===== src/rtl/fetch_pkg.sv =====
// Shared types and constants for the instruction fetch stage.
package fetch_pkg;

  localparam int XLEN = 32;
  localparam logic [XLEN-1:0] PC_INC = 32'd4;
  localparam logic [XLEN-1:0] FETCH_RESET_PC = 32'h0000_0000;

  typedef enum logic [1:0] {
    IDLE,
    REQ,
    DISCARD
  } fetch_state_t;

  typedef struct packed {
    logic [XLEN-1:0] pc;
    logic [XLEN-1:0] instr;
  } fetch_entry_t;

  // Instruction addresses are always word aligned.
  function automatic logic [XLEN-1:0] align_pc(input logic [XLEN-1:0] addr);
    return {addr[XLEN-1:2], 2'b00};
  endfunction

endpackage


===== src/rtl/fetch_fifo.sv =====
// Small FIFO holding fetched {pc, instr} pairs; flush wins over push and pop.
module fetch_fifo
  import fetch_pkg::*;
#(
  parameter int DEPTH = 4
) (
  input  logic                       clk,
  input  logic                       rst_n,
  input  logic                       push,
  input  fetch_entry_t               entry,
  input  logic                       pop,
  input  logic                       flush,
  output fetch_entry_t               head,
  output logic [$clog2(DEPTH):0]     count
);

  localparam int AW = $clog2(DEPTH);
  localparam int CW = AW + 1;

  logic [AW-1:0] wr_ptr;
  logic [AW-1:0] rd_ptr;
  logic          do_pop;
  fetch_entry_t  mem [DEPTH];

  assign do_pop = pop && (count != '0);
  assign head   = mem[rd_ptr];

  // Pointer and occupancy bookkeeping.
  always_ff @(posedge clk or negedge rst_n) begin
    if (!rst_n) begin
      wr_ptr <= '0;
      rd_ptr <= '0;
      count  <= '0;
    end else if (flush) begin
      wr_ptr <= '0;
      rd_ptr <= '0;
      count  <= '0;
    end else begin
      if (push)   wr_ptr <= wr_ptr + 1'b1;
      if (do_pop) rd_ptr <= rd_ptr + 1'b1;
      count <= count + CW'(push) - CW'(do_pop);
    end
  end

  // Entry storage; contents are don't-care until written, so no reset.
  always_ff @(posedge clk) begin
    if (push && !flush) mem[wr_ptr] <= entry;
  end

  // Space is reserved before a request is issued, so a write into a full FIFO is a design bug.
  assert property (@(posedge clk) disable iff (!rst_n)
    (push && !flush) |-> ((count < CW'(DEPTH)) || do_pop));

endmodule


===== src/rtl/instr_fetch_unit.sv =====
// Prefetching fetch stage: sequential PC generation, single-outstanding imem requests,
// FIFO buffering toward decode and redirect with flush of buffered/in-flight words.
module instr_fetch_unit
  import fetch_pkg::*;
#(
  parameter int              DEPTH    = 4,
  parameter logic [XLEN-1:0] RESET_PC = FETCH_RESET_PC
) (
  input  logic                   clk_i,
  input  logic                   rst_i,
  input  logic                   start_i,
  output logic                   imem_req_o,
  output logic [XLEN-1:0]        imem_addr_o,
  input  logic                   imem_ack_i,
  input  logic [XLEN-1:0]        imem_data_i,
  input  logic                   redirect_i,
  input  logic [XLEN-1:0]        redirect_pc_i,
  output logic                   instr_valid_o,
  output logic [XLEN-1:0]        instr_o,
  output logic [XLEN-1:0]        instr_pc_o,
  input  logic                   instr_ready_i,
  output logic [$clog2(DEPTH):0] count_o
);

  localparam int CW = $clog2(DEPTH) + 1;

  fetch_state_t    state;
  logic [XLEN-1:0] pc;
  logic [XLEN-1:0] pc_next;
  logic [XLEN-1:0] redirect_target;
  fetch_entry_t    wr_entry;
  fetch_entry_t    head;
  logic            push;
  logic            pop;
  logic [CW-1:0]   count;
  logic [CW:0]     occ_after;
  logic            has_room;
  logic            room_after;

  assign redirect_target = align_pc(redirect_pc_i);
  assign pc_next         = pc + PC_INC;
  assign pop             = instr_valid_o && instr_ready_i;
  // Data returned under a redirect belongs to the abandoned path and is never written.
  assign push            = (state == REQ) && imem_ack_i && !redirect_i;
  assign wr_entry        = '{pc: pc, instr: imem_data_i};

  // Occupancy once this cycle's write and any pop have landed; decides back-to-back issue.
  assign occ_after  = {1'b0, count} + (CW+1)'(1) - (CW+1)'(pop);
  assign room_after = occ_after < (CW+1)'(DEPTH);
  assign has_room   = count < CW'(DEPTH);

  assign instr_valid_o = (count != '0);
  assign instr_o       = instr_valid_o ? head.instr : '0;
  assign instr_pc_o    = instr_valid_o ? head.pc    : '0;
  assign count_o       = count;

  fetch_fifo #(
    .DEPTH (DEPTH)
  ) u_fifo (
    .clk   (clk_i),
    .rst_n (rst_i),
    .push  (push),
    .entry (wr_entry),
    .pop   (pop),
    .flush (redirect_i),
    .head  (head),
    .count (count)
  );

  // Fetch FSM: owns the request handshake, the held request address and the fetch PC.
  always_ff @(posedge clk_i or negedge rst_i) begin
    if (!rst_i) begin
      state       <= IDLE;
      imem_req_o  <= 1'b0;
      imem_addr_o <= RESET_PC;
      pc          <= RESET_PC;
    end else begin
      case (state)
        IDLE: begin
          if (redirect_i) begin
            pc <= redirect_target;
            if (start_i) begin
              state       <= REQ;
              imem_req_o  <= 1'b1;
              imem_addr_o <= redirect_target;
            end
          end else if (start_i && has_room) begin
            state       <= REQ;
            imem_req_o  <= 1'b1;
            imem_addr_o <= pc;
          end
        end
        REQ: begin
          if (redirect_i) begin
            pc <= redirect_target;
            if (!imem_ack_i) begin
              // Old request must still complete; keep req/addr stable and drop its data.
              state <= DISCARD;
            end else if (start_i) begin
              imem_addr_o <= redirect_target;
            end else begin
              state      <= IDLE;
              imem_req_o <= 1'b0;
            end
          end else if (imem_ack_i) begin
            pc <= pc_next;
            if (start_i && room_after) begin
              imem_addr_o <= pc_next;
            end else begin
              state      <= IDLE;
              imem_req_o <= 1'b0;
            end
          end
        end
        DISCARD: begin
          // pc holds the pending redirect target; a later redirect simply replaces it.
          if (redirect_i) pc <= redirect_target;
          if (imem_ack_i) begin
            if (start_i) begin
              state       <= REQ;
              imem_addr_o <= redirect_i ? redirect_target : pc;
            end else begin
              state      <= IDLE;
              imem_req_o <= 1'b0;
            end
          end
        end
        default: begin
          state      <= IDLE;
          imem_req_o <= 1'b0;
        end
      endcase
    end
  end

endmodule


===== config.mk =====
export PLATFORM = sky130hd
export DESIGN_NAME = instr_fetch_unit
export DESIGN_NICKNAME = d
export VERILOG_FILES = /design/src/rtl/fetch_pkg.sv /design/src/rtl/fetch_fifo.sv /design/src/rtl/instr_fetch_unit.sv
export SDC_FILE = /design/constraint.sdc
export NUM_CORES = 1
export LEC_CHECK = 0
export BUFFER_PORTS_ARGS = -buffer_cell sky130_fd_sc_hd__buf_2
export CORE_MARGIN = 10
export CORE_UTILIZATION = 25
export DETAILED_ROUTE_END_ITERATION = 16
export MAX_ROUTING_LAYER = met4
export PLACE_DENSITY = 0.5
export SLEW_MARGIN = 20
export SYNTH_ARGS = -nofsm -noshare
export SYNTH_HDL_FRONTEND = slang
export SYNTH_SLANG_ARGS = --single-unit

===== constraint.sdc =====
create_clock -name clk_i -period 4 [get_ports clk_i]
set_clock_uncertainty 0.1 [all_clocks]
set_input_delay 0.2 -clock clk_i [delete_from_list [all_inputs] [get_ports clk_i]]
set_output_delay 0.2 -clock clk_i [all_outputs]
set_load 0.01 [all_outputs]

==> results.txt <==
Based on the critical path, the design can be clocked at up to 323 MHz. The die covers 71500 um^2. For this design the ratio of total power to cell area is 706 nW/um^2. For the worst-skew pair, the clock arrives at the later sink with an insertion delay of 570 ps. The number of antenna violations at the first check in global routing was 9; the post-route fraction of the period consumed by the critical path was 0.774. In the routed layout, each cell is associated on average with a via count of 4.92. The tools report the flip-flop and latch area as 9550 um^2.

Sorting the synthesized cells by area gives the leading types as sky130_fd_sc_hd__edfxtp_1, sky130_fd_sc_hd__dfrtp_1, sky130_fd_sc_hd__mux4_2. By instance count, the cell type seen most on the critical path is sky130_fd_sc_hd__buf_4. The number of hold-slack violations in the final timing report came out at 0.

Measured slew at the worst slew-check pin: 1040 ps. Input and output buffers added on the ports amount to 168. The kind of critical path was reg2reg. The depth of the worst register-to-register path was 9. The multi-input combinational cell area was 5340 um^2; the number of max-cap violations was 0. The congestion estimate from routability-driven global placement came to 0.844. The worst hold path was traced through 3 stages.

The number of design-rule violations left by the first detailed-router iteration was 896; the die boundary height was 267 um. The number of global-route vias before repair was 10759. Once detail routing completed, the nets flagged for antenna violations numbered 0. CTS saw 330 sinks. For the post-synthesis cell type count, the log shows 71. The kind of path behind the tightest hold check was in2reg. Most common library cell in the layout ignoring fill and taps: sky130_fd_sc_hd__edfxtp_1. The tools report the initial core utilization as 0.253. The run gives 2124 as the non-filler instance count after layout.

Row generation in the floorplan step produced 90 rows. Compared with the post-synthesis result, the final layout area differs by 25.0%. The flow ran to the end, and the final reports show no timing, DRC or antenna violations.

After detailed routing, the average wire length per cell comes to 21.9 um. The tools report the synthesized cell area as 15300 um^2. For this run, the leading register cell type out of synthesis is sky130_fd_sc_hd__edfxtp_1. The final total negative setup slack was 0 ps; the largest incremental delay on the critical path was 690 ps. The final count of pins violating max slew was 0; the layout cell share with drive strength beyond 1 was 0.265.

Remaining routing DRC violations: 0. The tools report the startpoint of the most critical register-to-register path as state[0]. The Yosys step of the flow raised 0 warnings. In the layout the commonest cells are sky130_fd_sc_hd__edfxtp_1, sky130_fd_sc_hd__buf_2, sky130_fd_sc_hd__dfrtp_1, sky130_fd_sc_hd__and2_1, sky130_fd_sc_hd__dlygate4sd3_1.

The endpoint identified for the worst register-to-register timing path is imem_addr_o[25]. Standby leakage power: 6.78 nW. STA classifies the critical path endpoint as a flop.

Once the clock tree was built, the resizer swapped 0 gates to a different size. The region available for standard cell placement spans 60500 um^2. The minimum period implied by the final worst setup slack was 3100 ps. sky130_fd_sc_hd__edfxtp_1 takes more of the synthesized area than any other cell.

The clock tree buffer depth is 3, and the overall fraction of global-route tracks in use is 0.133. The worst hold path begins at start_i. The critical-path maximum fanout is 15, and the routed wire length is 46.6 mm. The routed via count was 10446. Post-layout net count: 1386. The horizontal die dimension works out to 267 um. The tools report the maximum number of pins on one net before global-route repair as 69. The clock input transition at the sequential cells of the worst setup and hold paths is 60 ps, and the instance count of the mapped netlist is 1092. In this run the count of I/O pins placed on the die edge is 171. The total overflow left after global routing is 0. Data arrives at the worst endpoint at 3500 ps.

TritonCTS built the clock tree. The signal on the critical path passes through inv_1 -> ha_1 -> nor2b_1 -> buf_4 -> nor2_1 -> buf_4 -> a22oi_1 -> o211ai_1 -> o22a_1. In this run, CTS created clock tree buffers numbering 40. The sequential area share after synthesis is 0.624. The worst register-to-register path has a setup slack of 900 ps. Fill cells in the final layout number 5996. The mean cell area of the mapped netlist was 14.0 um^2; the async set-reset flop share out of synthesis was 0.224. The area share of the largest cell type after synthesis came out at 0.503.

The placed instance count is 1976. Number of optimization iterations in the first detailed-route pass: 5. Summed over all nets, the half-perimeter wirelength after detailed placement is 29.5 mm. Setup violations remaining at the end of the flow were counted as 0.

In this run the number of H-tree levels came out at 2. IR analysis of the VDD net gives a maximum drop of 0.336 mV. Synthesis inferred 330 register bits. The first-pass GRT wire length is 70.0 mm, and the worst slew margin relative to its limit is 0.301. The number of enable flip-flop cells after synthesis is 256.

The critical-path cell with the highest stage delay was sky130_fd_sc_hd__nor2_1. STA classifies the critical path startpoint as a flop. Net count after synthesis: 1175.

The root buffer cell chosen for the clock tree is sky130_fd_sc_hd__clkbuf_16. For hold timing, the worst endpoint is imem_req_o. For the worst setup path, the data required time is 4400 ps. Setup repair after global routing left no endpoint under its margin.
## kinds of logic after synthesis
logic type	Yosys count	synth area share
AOI/OAI and AO/OA	228	0.107
and+or+nand+nor	295	0.101
DFF	330	0.624
buffers and inverters	111	0.0283
adders and majority gates	13	0.0111
muxes	103	0.121
xor gates and xnor gates	12	0.00687
## sequential cells by signal (all words and copies together), names as in the netlist
name and cells:
u_fifo.rd_ptr 2, u_fifo.count 3, imem_addr_o 32, pc 32
u_fifo.wr_ptr 2, u_fifo.mem 256, state 2, imem_req_o 1
## stage by stage
stage	area [um^2]	setup WS [ps]	hold WS (ps)	power, mW	util
after floorplan	15300	660	-196	7.79	-
after global placement	17000	963	254	9.67	0.282
after detailed placement	17000	967	249	9.73	0.282
after CTS	19100	840	50.5	13.7	0.316
after global routing	19100	712	77.0	14.3	0.316
final	19100	905	87.5	13.5	0.316
## power by group
part	switching [mW]	internal [mW]	total, mW
Sequential	0.710	4.29	5.00
Clock	1.47	2.40	3.86
Combinational	2.66	1.96	4.62
Total	4.84	8.65	13.5
## worst max-delay path: cells and delay by family (launching register included)
kind	cells	cell delay [ps]
compound gates	3	380
fa+ha+maj	1	590
buf+inv	3	620
flops	1	390
simple gates	2	950
## cells in the mapped netlist (20+ instances only)
library cell	instances
sky130_fd_sc_hd__and2_1	71
sky130_fd_sc_hd__mux2i_1	21
sky130_fd_sc_hd__nor2_1	65
sky130_fd_sc_hd__a22oi_1	21
sky130_fd_sc_hd__nand2_1	58
sky130_fd_sc_hd__inv_1	20
sky130_fd_sc_hd__edfxtp_1	256
sky130_fd_sc_hd__clkbuf_1	66
sky130_fd_sc_hd__a21oi_1	32
sky130_fd_sc_hd__mux4_2	64
sky130_fd_sc_hd__dfrtp_1	74
sky130_fd_sc_hd__o21ai_0	33
sky130_fd_sc_hd__a31oi_1	22
## how the worst max path moves through the flow
stage / end / start / slack [ps] / cells after the start
after floorplan: u_fifo.mem[0][0] / state[1] / 660 / 6
after global placement: imem_addr_o[19] / u_fifo.count[1] / 960 / 8
after detailed placement: imem_addr_o[19] / u_fifo.count[1] / 970 / 8
after CTS: instr_o[12] / u_fifo.rd_ptr[0] / 840 / 4
after global routing: imem_addr_o[19] / u_fifo.count[1] / 710 / 8
final: imem_addr_o[25] / state[0] / 900 / 9
## routing by layer
metal  global-route usage  wire, um  vias up
li1                     -         -     4730
met1                0.170     20500     5335
met2                0.204     21500      315
met3               0.0354      3320       66
met4               0.0387      1170        0
met5                    -         0        -
## area by class of cell
cell class              count  area share
flip-flops and latches    330       0.499
well taps                 782      0.0512
inverters                  21     0.00412
clock inverters            26      0.0178
repair buffers            259      0.0927
diodes                      8     0.00105
clock buffers              47      0.0548
multi-input cells         651       0.279
## what timing repair did
action,in CTS,in global routing
endpoints found under the hold margin,239,0
buffers inserted,0,0
hold buffers,67,0
Note: power is estimated with default switching activity, not from simulation.
